[config.mk]
export PLATFORM = sky130hd
export DESIGN_NAME = bcd_xs3_seq_conv
export DESIGN_NICKNAME = d
export VERILOG_FILES = /design/src/rtl/bcd_xs3_seq_conv.sv
export SDC_FILE = /design/constraint.sdc
export NUM_CORES = 1
export LEC_CHECK = 0
export CAP_MARGIN = 10
export CORE_UTILIZATION = 35
export CTS_BUF_LIST = sky130_fd_sc_hd__clkbuf_8
export DETAILED_ROUTE_END_ITERATION = 6
export PLACE_DENSITY = 0.54
export SLEW_MARGIN = 20
export SYNTH_ARGS = -nofsm -noshare
export SYNTH_HDL_FRONTEND = slang
export SYNTH_SLANG_ARGS = --single-unit
[constraint.sdc]
create_clock -name clk -period 2.5 [get_ports clk]
set_input_delay 0.625 -clock clk [delete_from_list [all_inputs] [get_ports clk]]
set_output_delay 0.625 -clock clk [all_outputs]
set_load 0.01 [all_outputs]
[src/rtl/bcd_xs3_seq_conv.sv]
`default_nettype none
// ============================================================================
// Module   : bcd_xs3_seq_conv
// Purpose  : Multi-digit BCD <-> Excess-3 sequential converter with valid/ready
//            handshakes, LSD first, DPC digits per clock, illegal-code flags.
// Revision : 1.0
// ============================================================================
module bcd_xs3_seq_conv #(
    parameter int DIGITS = 4,
    parameter int DPC    = 1
) (
    input  logic                clk,
    input  logic                rst,
    input  logic                in_valid,
    output logic                in_ready,
    input  logic [4*DIGITS-1:0] in_data,
    input  logic                mode,
    output logic                out_valid,
    input  logic                out_ready,
    output logic [4*DIGITS-1:0] out_data,
    output logic                err,
    output logic [DIGITS-1:0]   err_mask,
    output logic                busy
);

    localparam int STEPS = DIGITS / DPC;
    localparam int CW    = $clog2(STEPS + 1);

    if ((DIGITS < 1) || (DPC < 1) || ((DIGITS % DPC) != 0)) begin : g_bad_params
        $error("bcd_xs3_seq_conv: DIGITS must be >= 1 and an exact multiple of DPC");
    end

    typedef enum logic [1:0] {
        S_IDLE = 2'd0,
        S_CONV = 2'd1,
        S_DONE = 2'd2
    } state_t;

    state_t              state_q;
    logic [CW-1:0]       cnt_q;
    logic [4*DIGITS-1:0] src_q;
    logic                mode_q;
    logic [4*DIGITS-1:0] data_q;
    logic [4*DIGITS-1:0] data_d;
    logic [DIGITS-1:0]   mask_q;
    logic [DIGITS-1:0]   mask_d;
    logic                in_ready_q;
    logic                out_valid_q;
    logic                busy_q;

    logic [4*DIGITS-1:0] conv_nib;
    logic [DIGITS-1:0]   conv_bad;

    // Every digit is converted in parallel; the counter only picks which
    // results get committed on a given cycle.
    for (genvar g = 0; g < DIGITS; g++) begin : g_digit
        logic [3:0] d;
        assign d           = src_q[4*g +: 4];
        assign conv_bad[g] = mode_q ? ((d < 4'd3) || (d > 4'd12)) : (d > 4'd9);
        assign conv_nib[4*g +: 4] = conv_bad[g] ? 4'hF :
                                    (mode_q ? (d - 4'd3) : (d + 4'd3));
    end

    always_comb begin
        data_d = data_q;
        mask_d = mask_q;
        for (int i = 0; i < DIGITS; i++) begin
            if (cnt_q == CW'(i / DPC)) begin
                data_d[4*i +: 4] = conv_nib[4*i +: 4];
                mask_d[i]        = conv_bad[i];
            end
        end
    end

    always_ff @(posedge clk or posedge rst) begin
        if (rst) begin
            state_q     <= S_IDLE;
            cnt_q       <= '0;
            src_q       <= '0;
            mode_q      <= 1'b0;
            data_q      <= '0;
            mask_q      <= '0;
            in_ready_q  <= 1'b1;
            out_valid_q <= 1'b0;
            busy_q      <= 1'b0;
        end else begin
            case (state_q)
                S_IDLE: begin
                    if (in_valid) begin
                        src_q      <= in_data;
                        mode_q     <= mode;
                        data_q     <= '0;
                        mask_q     <= '0;
                        cnt_q      <= '0;
                        state_q    <= S_CONV;
                        in_ready_q <= 1'b0;
                        busy_q     <= 1'b1;
                    end
                end
                S_CONV: begin
                    // One extra cycle after the last slice before DONE.
                    if (cnt_q == CW'(STEPS)) begin
                        state_q     <= S_DONE;
                        out_valid_q <= 1'b1;
                    end else begin
                        data_q <= data_d;
                        mask_q <= mask_d;
                        cnt_q  <= cnt_q + CW'(1);
                    end
                end
                S_DONE: begin
                    if (out_ready) begin
                        state_q     <= S_IDLE;
                        out_valid_q <= 1'b0;
                        busy_q      <= 1'b0;
                        in_ready_q  <= 1'b1;
                    end
                end
                default: begin
                    state_q     <= S_IDLE;
                    in_ready_q  <= 1'b1;
                    out_valid_q <= 1'b0;
                    busy_q      <= 1'b0;
                end
            endcase
        end
    end

    assign in_ready  = in_ready_q;
    assign out_valid = out_valid_q;
    assign out_data  = data_q;
    assign err_mask  = mask_q;
    assign err       = |mask_q;
    assign busy      = busy_q;

endmodule
`default_nettype wire

Word-level counts from Yosys, hierarchy flattened
Index checks and enable logic that the tools add are counted.

Add/sub/neg operators: 9. Magnitude comparators: 12. Equal/unequal tests: 14. Muxes and demuxes: 41. Bitwise logic cells: 2. Reductions and logical operators: 17.

Operator list (number): two-way mux 4 bit (14); > comparator 4 bit (second input constant) (8); two-way mux 16 bit (2); case mux 16 bit (2 select lines) (1); adder 4 x 2 -> 4 bit (second input constant) (4); less-than comparator 4 x 2 -> 1 bit (second input constant) (4); != test 2 bit (second input constant) (8); AND reduction 4 bit (4); subtractor 4 x 2 -> 4 bit (second input constant) (4); two-way mux 1 bit (13); AND reduction 3 bit (4); case mux 1 bit (3 select lines) (3); case mux 4 bit (2 select lines) (1); == test 3 x 2 -> 1 bit (second input constant) (2); two-way mux 2 bit (3); two-way mux 3 bit (2); case mux 2 bit (3 select lines) (1); case mux 3 bit (2 select lines) (1); logical OR 1 bit (4); OR reduction 4 bit (1); adder 3 x 1 -> 3 bit (second input constant) (1); == test 3 x 1 -> 1 bit (second input constant) (1); == test 3 bit (second input constant) (1); logical NOT 3 bit (1); other kinds (6) (7).

Bits in registers: 45. Input bits: 21. Output and inout port bits: 24. Word-level logic and storage cells: 110.

Depth between registers and ports, before layout
Gate-level depths: netlist of the first run.

Depth after elaboration: 7. Depth in mapped cells: 7. Gate-level depth less buffers: 6.

Least setup slack after synthesis of the first run
OpenSTA, ideal clock, no wires.

Kind: reg2out. From: reg mask_q[1], in the netlist err_mask[1]. To: out err. Arrival: 980 ps. Required time: 1875 ps. Setup slack: 895 ps. Stages on the path, launching flop included: 2. Path buffers: 0. Path through: dfrtp_1 or4_1.

Longest elaborated chain between the ends: 1.

Ends and longest elaborated chain: start: declaration (RTL line 45) `logic [DIGITS-1:0] mask_q;`; start signal: assignment (RTL line 107) `mask_q <= mask_d;`; OR reduction 4 bit (RTL line 133) `assign err = |mask_q;`; end: declaration (RTL line 21) `output logic err,`.

Every way passes these cells.

Worst setup path after layout of the first run
Ends and elaborated chain as after synthesis.

==> results of run 1 <==
## flip-flops by register name, summed over array words and instances (netlist names)
register / count
src_q: 16
mode_q: 1
in_ready: 1
busy: 1
state_q: 2
err_mask: 4
cnt_q: 3
out_data: 16
out_valid: 1
## area by class of cell
class                      count  area [um^2]
clock buffer                   5         68.8
clock inverter                 3         15.0
fill                         680         3770
inverter                      13         48.8
multi-input combinational    166         1270
sequential                    45         1130
tap                           96          120
timing repair buffer          47          488
## stage by stage
| step | instances | setup WS, ns |
|---|---|---|
| 6_report | 375 | 0.110 |
| 3_3_place_gp | 367 | 0.388 |
| 2_1_floorplan | 237 | 0.817 |
| 4_1_cts | 375 | 0.102 |
| 5_1_grt | 375 | 0.0346 |
| 3_5_place_dp | 367 | 0.374 |
## cells by family (layout without fill, tap and decap cells)
logic type | Yosys count | after routing | share of synthesized area
xor gates and xnor gates | 8 | 8 | 0.0276
muxes | 23 | 23 | 0.114
DFF | 45 | 45 | 0.444
and+or+nand+nor | 55 | 55 | 0.120
adders and majority gates | 17 | 17 | 0.0837
AOI/OAI and AO/OA | 63 | 63 | 0.156
buffers and inverters | 26 | 68 | 0.0552
## metal layers
layer  vias up  wire length, um
met3         7              198
li1        934                -
met4         0               80
met1       873             2570
met2        36             2280
met5         -                0
## power by group through the flow
stage | Clock (mW) | Combinational, mW | Sequential (mW)
6_report | 0.443 | 2.12 | 1.55
2_1_floorplan | 0 | 1.53 | 1.46
5_1_grt | 0.492 | 2.40 | 1.63
4_1_cts | 0.459 | 2.14 | 1.56
3_3_place_gp | 0 | 2.10 | 1.56
3_5_place_dp | 0 | 2.13 | 1.57
## Yosys cell counts (4+ instances only)
library cell  count  area (um^2)
dfrtp_1          44         1100
ha_1             17          213
a21oi_1          15         75.1
nand2_1          15         56.3
o21ai_0          15         75.1
a31oi_1          14         87.6
inv_1            13         48.8
mux2_4           10          150
buf_2             9         45.0
nor2_1            9         33.8
nand3_1           8         40.0
mux2_2            7         78.8
nor4b_1           7         61.3
a311oi_1          6         52.6
mux2i_1           6         60.1
nand2b_1          4         25.0
xnor2_1           4         35.0
xor2_1            4         35.0
## final timing paths
path | end | slack [ns] | cells past startpoint
setup / recovery | err | 0.11 | 2
hold / removal | out_data[2] | 0.52 | 1
setup reg to reg | out_data[3] | 0.56 | 3
min in group asynchronous | out_data[7] | 0.65 | 2
max in group asynchronous | in_ready | 1.29 | 3
hold reg to reg | out_data[2] | 0.52 | 1
==> impl_metrics.json, run 1 <==
{
  "grt_use_met3": 0.0445,
  "routabilityCongestion": 0.712,
  "synth_edf_count": 0,
  "use_met2": 0.230,
  "final_cell_mix": "dfrtp_1, clkdlybuf4s50_1, ha_1",
  "p_leak_nw": 1.38,
  "cts.sinks": 45,
  "placed_area_um2": 3060,
  "worstSetupEndpointType": "output port",
  "io_pins": 45,
  "drt_iter0_drc": 79,
  "peakVddDrop_v": 0.000421,
  "sw_frac_of_total": 0.402,
  "cp.required_ns": 1.88,
  "synth.distinct_cells": 38,
  "wirelength_um": 5130,
  "grt_usage": 0.154,
  "rsz0062_at_grt": "false",
  "crit_chain": "or4_1 -> clkdlybuf4s50_1",
  "maxSlewViolCount": 0,
  "syn_avg_cell_area_um2": 10.7,
  "crit_type": "reg2out",
  "worstMarginPinSlew_ns": 0.901,
  "crit_buf_inv": 1,
  "yosys_warnings": 0,
  "power_density_nw_per_um2": 1310,
  "cts_htree_levels": 2,
  "root_buffer": "clkbuf_8",
  "route.vias.total": 1850,
  "design_area_um2": 3140,
  "core_area_um2": 6910,
  "ys.flop_type": "dfrtp_1",
  "synth_fp_nets": 275,
  "cpPeakStageDelay_ns": 0.55,
  "clk_path_buf_depth": 2,
  "crit_family": "simple AND/OR/NAND/NOR gates",
  "grt_pass1_wl_um": 8820,
  "r2r_start": "mode_q",
  "layout.nets": 316,
  "numCtsBuffers": 5,
  "cts.repair_timing.setup_buffer_count": 0,
  "die-width_um": 87.2,
  "drc": 0,
  "max_slew_margin": 0.399,
  "setup_viol": 0,
  "grt_max_degree": 38,
  "syn_inst": 237,
  "ant_nets": 0,
  "drt_pass1_iterations": 4,
  "seq_area_frac_synth": 0.444,
  "yosys_register_bits": 45,
  "die_y_um": 87.2,
  "ctsHoldBuffers": 0,
  "startpoint_type": "flop",
  "hold_slack_ns": 0.523,
  "row_count": 30,
  "seqPwrFrac": 0.377,
  "hp-class": "reg2reg",
  "die-area_um2": 7600,
  "synth-async-reset-ratio": 1.00,
  "arrival_ns": 1.76,
  "grt_remaining_overflow": 0,
  "fmax_mhz": 418,
  "port_buffers": 44,
  "fin_util": 0.455,
  "post_cts_resized": 0,
  "p_clk_frac": 0.108,
  "antenna_found_initial": 0,
  "grt_pass1_vias": 1752,
  "intPower_mw": 2.46,
  "clk_pin_slew_worst_paths_ns": 0.09,
  "drive_gt1_frac": 0.129,
  "crit_slowest_cell": "or4_1",
  "startpoint": "err_mask[1]",
  "power_frac_comb": 0.515,
  "clock_latency_ns": 0.30,
  "antenna_cells": 0,
  "cts_tree": "done",
  "status": "finished clean",
  "cap_violations": 0,
  "hpwlAfterDp_um": 3570,
  "wl_per_cell_um": 13.7,
  "power_switching_mw": 1.65,
  "layout_min_cycle_time_ns": 2.39,
  "hp-start": "out_data[2]",
  "drt-vias-per-instance": 4.93,
  "post-route-period-util": 0.956,
  "busiest_layer": "met2",
  "finalPower_mw": 4.11,
  "finalClockSkew_ns": 0.00790,
  "tns_ns": 0,
  "crit_path_max_fanout": 3,
  "synthesis.area_um2": 2540,
  "start_util": 0.368,
  "finalHoldViolations": 0,
  "area_growth_pct": 23.6,
  "grt_use_met1": 0.206
}
No activity file was read; power rests on OpenSTA's default activity.
==> run 2, diff against run 1 <==
- GPL_TIMING_DRIVEN: not set -> 0
- SKIP_CTS_REPAIR_TIMING: not set -> 1
==> run 2 against run 1 <==
  * Cell count rose by 2.9%
  * Routed wire length is 6.7% higher
  * Critical path depth stayed put
  * Highest routed layer unchanged
  * First-iteration DRC count down 23%
  * Setup slack improved by 0.0068 ns
  * Non-clock buffer count is 11 higher
  * Count of clock-buffer cells in the layout up 1
  * Largest cell class unchanged
  * Clock skew up 0.0025 ns
  * Sequential share of layout area decreased by 1.1 points
  * Die area unchanged
  * Combinational power up 8%
==> impl_metrics.json, run 2 (same netlist as run 1, synthesis figures left out) <==
{
  "status": "finished clean",
  "intPower_mw": 2.64,
  "ant_nets": 0,
  "row_count": 30,
  "drive_gt1_frac": 0.162,
  "clk_path_buf_depth": 2,
  "crit_slowest_cell": "or4_1",
  "startpoint": "err_mask[0]",
  "startpoint_type": "flop",
  "clk_pin_slew_worst_paths_ns": 0.09,
  "drc": 0,
  "crit_buf_inv": 1,
  "start_util": 0.368,
  "wirelength_um": 5480,
  "die_y_um": 87.2,
  "finalClockSkew_ns": 0.0104,
  "sw_frac_of_total": 0.391,
  "regArea_um2": 1130,
  "maxSlewViolCount": 0,
  "grt_usage": 0.159,
  "port_buffers": 44,
  "cpPeakStageDelay_ns": 0.52,
  "hpwlAfterDp_um": 3990,
  "numCtsBuffers": 5,
  "antenna_cells": 0,
  "setup_viol": 0,
  "final_cell_mix": "dfrtp_1, clkdlybuf4s50_1, ha_1",
  "die-width_um": 87.2,
  "antenna_found_initial": 0,
  "clock_latency_ns": 0.30,
  "rsz0062_at_grt": "false",
  "core_area_um2": 6910,
  "post-route-period-util": 0.953,
  "peakVddDrop_v": 0.000440,
  "p_clk_frac": 0.132,
  "cts_tree": "done",
  "grt_max_degree": 33,
  "die-area_um2": 7600,
  "r2r_start": "src_q[4]",
  "grt_pass1_vias": 1853,
  "root_buffer": "clkbuf_8",
  "area_growth_pct": 27.4,
  "io_pins": 45,
  "route.vias.total": 1934,
  "hp-start": "out_data[6]",
  "p_leak_nw": 1.44,
  "wl_per_cell_um": 14.2,
  "grt_remaining_overflow": 0,
  "cap_violations": 0,
  "dp_cells": 378,
  "cp.required_ns": 1.88,
  "num-fill-cells": 691,
  "layout_min_cycle_time_ns": 2.38,
  "routabilityCongestion": 0.779,
  "finalHoldViolations": 0,
  "power_density_nw_per_um2": 1340,
  "drt-vias-per-instance": 5.01,
  "arrival_ns": 1.76,
  "finalPower_mw": 4.34,
  "power_switching_mw": 1.70,
  "max_slew_margin": 0.626,
  "crit_type": "reg2out",
  "crit_path_max_fanout": 3,
  "hp-class": "reg2reg",
  "multi_input_area_um2": 1270,
  "layout.nets": 327,
  "fmax_mhz": 420,
  "seqPwrFrac": 0.340,
  "drt_pass1_iterations": 4,
  "cts.sinks": 45,
  "drt_iter0_drc": 61,
  "grt_pass1_wl_um": 9100,
  "cts_htree_levels": 2,
  "final_cells": 386,
  "crit_chain": "or4_1 -> clkdlybuf4s50_1",
  "worstMarginPinSlew_ns": 0.557,
  "power_frac_comb": 0.528,
  "crit_family": "simple AND/OR/NAND/NOR gates",
  "worstSetupEndpointType": "output port"
}
==> run 2: routing by layer <==
metal / GRT usage / wire length [um] / up-vias
met5: 0 / 0 / -
met4: 0.0402 / 29 / 0
met3: 0.0417 / 228 / 3
met2: 0.252 / 2550 / 36
met1: 0.216 / 2670 / 934
li1: - / - / 961
==> run 2: worst paths after layout <==
| check | to | cells past startpoint | slack (ns) |
|---|---|---|---|
| min reg2reg | out_data[6] | 1 | 0.53 |
| min | out_data[6] | 1 | 0.53 |
| max | err | 2 | 0.12 |
| max reg2reg | out_data[5] | 5 | 0.83 |
| min in group asynchronous | src_q[6] | 2 | 0.60 |
| max in group asynchronous | in_ready | 3 | 1.35 |
==> run 2: power by group through the flow <==
stage / registers (mW) / clock network (mW) / logic, mW
after floorplan: 1.46 / 0 / 1.53
after global placement: 1.49 / 0 / 2.27
after detailed placement: 1.49 / 0 / 2.31
after CTS: 1.48 / 0.588 / 2.31
after global routing: 1.54 / 0.626 / 2.56
final: 1.47 / 0.574 / 2.29
==> run 2: area by class of cell <==
cell class | instances | area share
clock buffers | 6 | 0.0255
plain buffers | 13 | 0.0282
repair buffers | 45 | 0.142
flip-flops and latches | 45 | 0.348
inverters | 13 | 0.0151
multi-input cells | 166 | 0.393
well taps | 96 | 0.0371
clock inverters | 2 | 0.0104
==> run 2: per-stage QoR <==
stage               setup TNS (ns)  instance area (um^2)  setup WS, ns   util  hold WS (ns)
floorplan                        0                  2540         0.817      -         0.531
global placement             -8.58                  3100        -0.198  0.449         0.499
detailed placement               0                  3120         0.298  0.452         0.500
CTS                              0                  3240         0.112  0.469         0.531
global route                     0                  3240        0.0517  0.469         0.548
finish                           0                  3240         0.117  0.469         0.529
